## src/rtl/rv32i_types.sv

```systemverilog
// Shared types for the memory-port arbiter: FSM states and grant sides.
package rv32i_types;

  typedef enum logic [2:0] {
    IDLE,
    SERVE_I,
    SERVE_D,
    RESP_I,
    RESP_D
  } arb_state_t;

  typedef enum logic {
    GRANT_I,
    GRANT_D
  } arb_grant_t;

endpackage

```

## src/rtl/mem_port_arbiter.sv

```systemverilog
// Two-client arbiter for the single line-granular physical-memory port.
// I-cache (read only) and D-cache (read/write) share it round-robin; the
// winning request is registered, held until memory answers, and followed by
// a one-cycle response and a turnaround cycle back through IDLE.
module mem_port_arbiter
  import rv32i_types::*;
#(
  parameter int ADDR_WIDTH = 32,
  parameter int LINE_WIDTH = 256
) (
  input  logic                  clk,
  input  logic                  rst_n,
  input  logic                  i_read_i,
  input  logic [ADDR_WIDTH-1:0] i_addr_i,
  output logic [LINE_WIDTH-1:0] i_rdata_o,
  output logic                  i_resp_o,
  input  logic                  d_read_i,
  input  logic                  d_write_i,
  input  logic [ADDR_WIDTH-1:0] d_addr_i,
  input  logic [LINE_WIDTH-1:0] d_wdata_i,
  output logic [LINE_WIDTH-1:0] d_rdata_o,
  output logic                  d_resp_o,
  output logic                  pmem_read_o,
  output logic                  pmem_write_o,
  output logic [ADDR_WIDTH-1:0] pmem_addr_o,
  output logic [LINE_WIDTH-1:0] pmem_wdata_o,
  input  logic [LINE_WIDTH-1:0] pmem_rdata_i,
  input  logic                  pmem_resp_i,
  output logic                  busy_o
);

  arb_state_t state_q, state_d;
  arb_grant_t last_grant_q, last_grant_d;

  logic                  pmem_read_q, pmem_write_q;
  logic [ADDR_WIDTH-1:0] pmem_addr_q;
  logic [LINE_WIDTH-1:0] pmem_wdata_q;
  logic [LINE_WIDTH-1:0] i_rdata_q, d_rdata_q;

  logic       d_req, any_req;
  arb_grant_t pick;

  // Round-robin pick: a lone requester always wins; on a tie the side that
  // did not win last time goes first.
  function automatic arb_grant_t rr_pick(input logic ireq, input logic dreq,
                                         input arb_grant_t last);
    arb_grant_t g;
    g = GRANT_I;
    if (ireq && dreq) g = (last == GRANT_D) ? GRANT_I : GRANT_D;
    else if (dreq)    g = GRANT_D;
    return g;
  endfunction

  assign d_req   = d_read_i | d_write_i;
  assign any_req = i_read_i | d_req;
  assign pick    = rr_pick(i_read_i, d_req, last_grant_q);

  // State and round-robin history registers.
  always_ff @(posedge clk or negedge rst_n) begin
    if (!rst_n) begin
      state_q      <= IDLE;
      last_grant_q <= GRANT_D;
    end else begin
      state_q      <= state_d;
      last_grant_q <= last_grant_d;
    end
  end

  // Next state: grant from IDLE, wait for memory, always pass through RESP.
  always_comb begin
    state_d      = state_q;
    last_grant_d = last_grant_q;
    case (state_q)
      IDLE: begin
        if (any_req) begin
          state_d      = (pick == GRANT_I) ? SERVE_I : SERVE_D;
          last_grant_d = pick;
        end
      end
      SERVE_I: if (pmem_resp_i) state_d = RESP_I;
      SERVE_D: if (pmem_resp_i) state_d = RESP_D;
      RESP_I:  state_d = IDLE;
      RESP_D:  state_d = IDLE;
      default: state_d = IDLE;
    endcase
  end

  // State-decoded outputs; driven only by registers, so no input-to-output path.
  always_comb begin
    i_resp_o = (state_q == RESP_I);
    d_resp_o = (state_q == RESP_D);
    busy_o   = (state_q != IDLE);
  end

  // Memory request and returned-line registers. Requests are captured only in
  // IDLE, so requester changes during SERVE/RESP never reach the port.
  always_ff @(posedge clk or negedge rst_n) begin
    if (!rst_n) begin
      pmem_read_q  <= 1'b0;
      pmem_write_q <= 1'b0;
      pmem_addr_q  <= '0;
      pmem_wdata_q <= '0;
      i_rdata_q    <= '0;
      d_rdata_q    <= '0;
    end else begin
      case (state_q)
        IDLE: begin
          if (any_req) begin
            if (pick == GRANT_I) begin
              pmem_addr_q  <= i_addr_i;
              pmem_read_q  <= 1'b1;
              pmem_write_q <= 1'b0;
            end else begin
              pmem_addr_q  <= d_addr_i;
              pmem_wdata_q <= d_wdata_i;
              // Write-back wins if the D-cache raises both strobes.
              pmem_write_q <= d_write_i;
              pmem_read_q  <= ~d_write_i;
            end
          end
        end
        SERVE_I, SERVE_D: begin
          if (pmem_resp_i) begin
            pmem_read_q  <= 1'b0;
            pmem_write_q <= 1'b0;
            if (pmem_read_q) begin
              if (state_q == SERVE_I) i_rdata_q <= pmem_rdata_i;
              else                    d_rdata_q <= pmem_rdata_i;
            end
          end
        end
        default: ;
      endcase
    end
  end

  assign pmem_read_o  = pmem_read_q;
  assign pmem_write_o = pmem_write_q;
  assign pmem_addr_o  = pmem_addr_q;
  assign pmem_wdata_o = pmem_wdata_q;
  assign i_rdata_o    = i_rdata_q;
  assign d_rdata_o    = d_rdata_q;

endmodule

```

## config.mk

```make
export PLATFORM = sky130hd
export DESIGN_NAME = mem_port_arbiter
export DESIGN_NICKNAME = d
export VERILOG_FILES = /design/src/rtl/rv32i_types.sv /design/src/rtl/mem_port_arbiter.sv
export SDC_FILE = /design/constraint.sdc
export NUM_CORES = 1
export LEC_CHECK = 0
export BUFFER_PORTS_ARGS = -buffer_cell sky130_fd_sc_hd__buf_2
export CAP_MARGIN = 20
export CORE_AREA = 2 2 536 538
export CTS_CLUSTER_SIZE = 8
export DETAILED_ROUTE_END_ITERATION = 7
export DIE_AREA = 0 0 538 540
export PLACE_DENSITY_LB_ADDON = 0.05
export SYNTH_ARGS = -nofsm -noshare
export SYNTH_HDL_FRONTEND = slang
export SYNTH_SLANG_ARGS = --single-unit
```

## constraint.sdc

```tcl
create_clock -name clk -period 2.9 [get_ports clk]
set_clock_uncertainty 0.05 [all_clocks]
set_input_delay 0 -clock clk [delete_from_list [all_inputs] [get_ports clk]]
set_output_delay 0 -clock clk [all_outputs]
set_load 0.03 [all_outputs]
```

## Word level (Yosys, flattened, before mapping)

Index checks and enable logic that the tools add are counted.

- Output and inout bits: 805
- Register bits after elaboration: 806

- Mux-type cells: 16
- Equality and inequality tests: 8
- Bitwise logic cells: 4
- Reductions and logical operators: 11

Operator list:

| cell | number |
|---|---|
| two-way mux 32 bit | 1 |
| two-way mux 3 bit | 3 |
| case mux 3 bit (3 select lines) | 1 |
| AND reduction 3 bit | 3 |
| two-way mux 1 bit | 8 |
| != test 2 bit, second input constant | 4 |
| AND reduction 4 bit | 2 |
| equality test 3 x 2 -> 1 bit, second input constant | 2 |
| case mux 1 bit (2 select lines) | 2 |
| equality test 3 x 1 -> 1 bit, second input constant | 1 |
| equality test 3 bit, second input constant | 1 |
| zero test 3 bit | 1 |
| nonzero test 3 bit | 1 |
| two-way mux 2 bit | 1 |
| NOT 1 bit | 2 |
| OR 1 bit | 2 |
| AND reduction 2 bit | 1 |
| nonzero test 2 bit | 1 |
| OR reduction 2 bit | 1 |
| logical AND 1 bit | 1 |

## Longest topological paths before layout

- Depth after elaboration: 6
- Mapped depth: 8
- Gate-level depth less buffers: 4

## Worst setup path after synthesis

Ideal clock, no wire load.

- Path kind: flip-flop to flip-flop
- Start point: register state_q[0]
- End point: register pmem_wdata_q[100] (netlist: pmem_wdata_o[100])
- Setup slack: 875 ps
- Clock period less this slack: 2025 ps
- Library setup time: 125 ps
- Cell stages (with the launch flop): 9
- Arrival: 1850 ps
- Path through: dfrtp_1 buf_6 nor3_4 inv_2 or2_1 buf_2 buf_6 buf_6 mux2_4

- Longest elaborated chain between the ends: 2

RTL lines:

| item | line | RTL |
|---|---|---|
| start, declared | mem_port_arbiter.sv:32 | `arb_state_t state_q, state_d;` |
| start signal, assigned | mem_port_arbiter.sv:64 | `state_q <= state_d;` |
| zero test 3 bit | mem_port_arbiter.sv:106 | `case (state_q)` |
| AND reduction 3 bit (no line) | - |  |
| end signal, assigned | mem_port_arbiter.sv:115 | `pmem_wdata_q <= d_wdata_i;` |
| end, declared | mem_port_arbiter.sv:37 | `logic [LINE_WIDTH-1:0] pmem_wdata_q;` |

Every way passes these cells.
A chain may end at the register's enable or synchronous reset.

## Worst setup path after layout

- Start point: register last_grant_q
- End point: register pmem_addr_q[7] (netlist: pmem_addr_o[7])

- Longest elaborated chain between the ends: 3

RTL lines:

| item | line | RTL |
|---|---|---|
| start, declared | mem_port_arbiter.sv:33 | `arb_grant_t last_grant_q, last_grant_d;` |
| start signal, assigned | mem_port_arbiter.sv:65 | `last_grant_q <= last_grant_d;` |
| two-way mux 1 bit (2 in series) | mem_port_arbiter.sv:49 | `if (ireq && dreq) g = (last == GRANT_D) ? GRANT_I : GRANT_D;` |
| two-way mux 32 bit | mem_port_arbiter.sv:109 | `if (pick == GRANT_I) begin` |
| end signal, assigned | mem_port_arbiter.sv:110 | `pmem_addr_q <= i_addr_i;` |
| end signal, assigned | mem_port_arbiter.sv:114 | `pmem_addr_q <= d_addr_i;` |
| end, declared | mem_port_arbiter.sv:36 | `logic [ADDR_WIDTH-1:0] pmem_addr_q;` |

Every way passes these cells.

==> results.cfg <==
[status]
status = finished clean

[floorplan]
coreArea_um2 = 284000
die_h_um = 540
start_util_pct = 11.0
io_pins = 1387
rows = 196
die_area_um2 = 291000
die_x_um = 538

[logic_synthesis]
synth_edf_count = 0
synth-main-ff-cell = dfrtp_1
syn-instance-count = 1800
yosys-top-cells-count = 805 x dfrtp_1, 539 x mux2_1, 229 x mux2_4
synth_top_cell_area_share_pct = 64.7
synth_top_family_by_area = multiplexers
synthXorXnorAreaFrac_pct = 0.0281
synth.avg_cell_area_um2 = 17.3
async_flop_share_pct = 100
synth_simple_gate_area_share_pct = 0.293
yosys.area.top_type = dfrtp_1
yosys_warnings = 0
yosysSeqAreaShare_pct = 64.8
yosys-top-cells-area = dfrtp_1 65%, mux2_1 19%, mux2_4 11%
synth_most_common_cell = dfrtp_1
syn-num-nets = 2382
syn-cell-area_um2 = 31100
synth_seq_cells = 806
synth_compound_area_share_pct = 1.22
synth_cell_types = 29
synthAdderAreaFrac_pct = 0
synthMuxAreaShare_pct = 31.6

[pwr]
p_total_mw = 66.8
ir_drop_mv = 0.431
power.density_nw_per_um2 = 1150
power_leakage_nw = 27.4

[clocking]
path_clk_slew_ns = 0.05
root_buffer = clkbuf_16
clock_latency_ns = 0.83
clockBufferDepth = 4
cts_buffers = 123
htreeDepth = 3
postCtsSetupBuffers = 0
cts.sinks = 806
cts_tree = built

[timing]
hold_ws_ns = 0.0522
tns_ns = 0
fmax_ghz = 0.374
setup_viol = 0
fin_crit_sh_pct = 92.2
tightest_slew_ns = 0.611
timing.final.ws_setup_ns = 0.225
min_period_ns = 2.67
hold_viol_final = 0
relSlewSlack_pct = 59.3
report.final.slew_viol_count = 0
rsz0062_at_grt = false

[place]
gp_congestion = 0.757
dp_hpwl_mm = 138
dp.cells = 6920
dp_slack_ns = 0.513
dpl-instance-area_um2 = 43100
port-buffer-count = 1386

[min_path]
min_from = pmem_rdata_i[212]
hold_class = in -> reg

[global_route]
grt_pass1_vias = 28400
grt_overflow = 0
grt_pass1_wl_mm = 243
grt_max_degree = 89
antenna_found_initial = 60
grt_usage_pct = 11.9

[finish]
fin_area_um2 = 58200
layout.nets = 5011
stdcell_count = 8280
area_growth_pct = 86.9
drive_gt1_share_pct = 41.1
final_core_utilization_pct = 20.5

[routing]
avgRoutedWirePerCell_um = 21.6
drt_pass1_iterations = 4
vias_per_cell = 3.11
routed_wl_mm = 179
drt_iter0_markers = 636
vias = 25800
drc = 0
ant_nets = 0

[flow_run]
cap_violations = 0

[setup_path]
ff2ff_path_depth = 6
end_kind = flop
rrSetupSlack_ns = 0.23
critPathCapture = pmem_addr_o[7]$_DFFE_PN0P_
r2r-end = pmem_addr_o[7]$_DFFE_PN0P_
critPathLaunchType = flop
critPathArrivalTime_ns = 3.34
worst-setup-path-type = reg -> reg
reg2reg_from = last_grant_q$_DFFE_PN1P_
required_ns = 3.56
crit_fanout = 33
critPathLaunch = last_grant_q$_DFFE_PN1P_
-- what timing repair did --
item                       4_1_cts  5_1_grt
hold endpoints to repair      1612        0
setup endpoints to repair        0        2
gates resized for setup          0        1
hold buffers                  1146        0
-- state kept, by name, summed over array words and instances, names as in the netlist --
register,cells
last_grant_q,1
d_rdata_o,256
pmem_addr_o,32
pmem_read_o,1
state_q,3
i_rdata_o,256
pmem_wdata_o,256
pmem_write_o,1
-- area by class of cell --
cell class                      instances  area, um2
Fill cell                           31100     226000
Sequential cell                       806      20200
Timing Repair Buffer                 2606      19400
Multi-Input combinational cell        888      10300
Tap cell                             3762       4710
Clock buffer                          172       3410
Antenna cell                           36       90.1
Clock inverter                          6       70.1
Inverter                                4       15.0
-- worst min-delay path by stage --
stage,cells past startpoint,to
floorplan,0,d_rdata_o[0]$_DFFE_PN0P_
global placement,1,pmem_wdata_o[197]$_DFFE_PN0P_
detailed placement,1,pmem_wdata_o[142]$_DFFE_PN0P_
CTS,3,d_rdata_o[5]$_DFFE_PN0P_
global route,3,pmem_wdata_o[228]$_DFFE_PN0P_
finish,3,d_rdata_o[212]$_DFFE_PN0P_
-- critical path, stage by stage (launching register included) --
cell	delay, ns
dfstp_2	0.57
o2bb2ai_4	0.13
buf_6	0.38
mux2i_1	0.24
dlygate4sd3_1	0.56
a21oi_1	0.06
dlygate4sd3_1	0.56
-- cells in the final DEF (no fill, tap or decap), types with 2 or more instances in the layout --
cell type	netlist	routed
mux2_4	229	229
inv_2	2	2
dfrtp_1	805	805
clkinv_2	0	3
inv_1	2	2
buf_4	0	40
clkbuf_16	0	124
diode_2	0	36
nand2_1	3	3
a21oi_1	66	66
mux2_1	539	539
dlygate4sd3_1	0	1145
mux2i_1	32	32
buf_2	57	1385
clkbuf_8	0	13
buf_12	0	34
clkbuf_1	15	35
nor3_1	4	3
-- power breakdown --
group / total, mW / leakage [nW] / internal, mW / switching [mW]
registers: 19.9 / 9.76 / 17.0 / 2.89
clock network: 13.8 / 1.70 / 8.06 / 5.72
logic: 33.1 / 15.9 / 11.3 / 21.9
total: 66.8 / 27.4 / 36.3 / 30.5
-- cell families after synthesis --
family,count (synthesis)
and+or+nand+nor,15
AOI/OAI and AO/OA,72
xor gates and xnor gates,1
muxes,800
buffers and inverters,106
DFF,806
-- layer usage --
layer	global-route usage (%)	vias to the layer above	part of all wire (%)
li1	-	11700	-
met1	13.2	13000	38
met2	21.7	869	51
met3	3.88	222	7.8
met4	3.03	24	2.3
met5	0	-	0.086
Power figures use the tool's default switching activity.
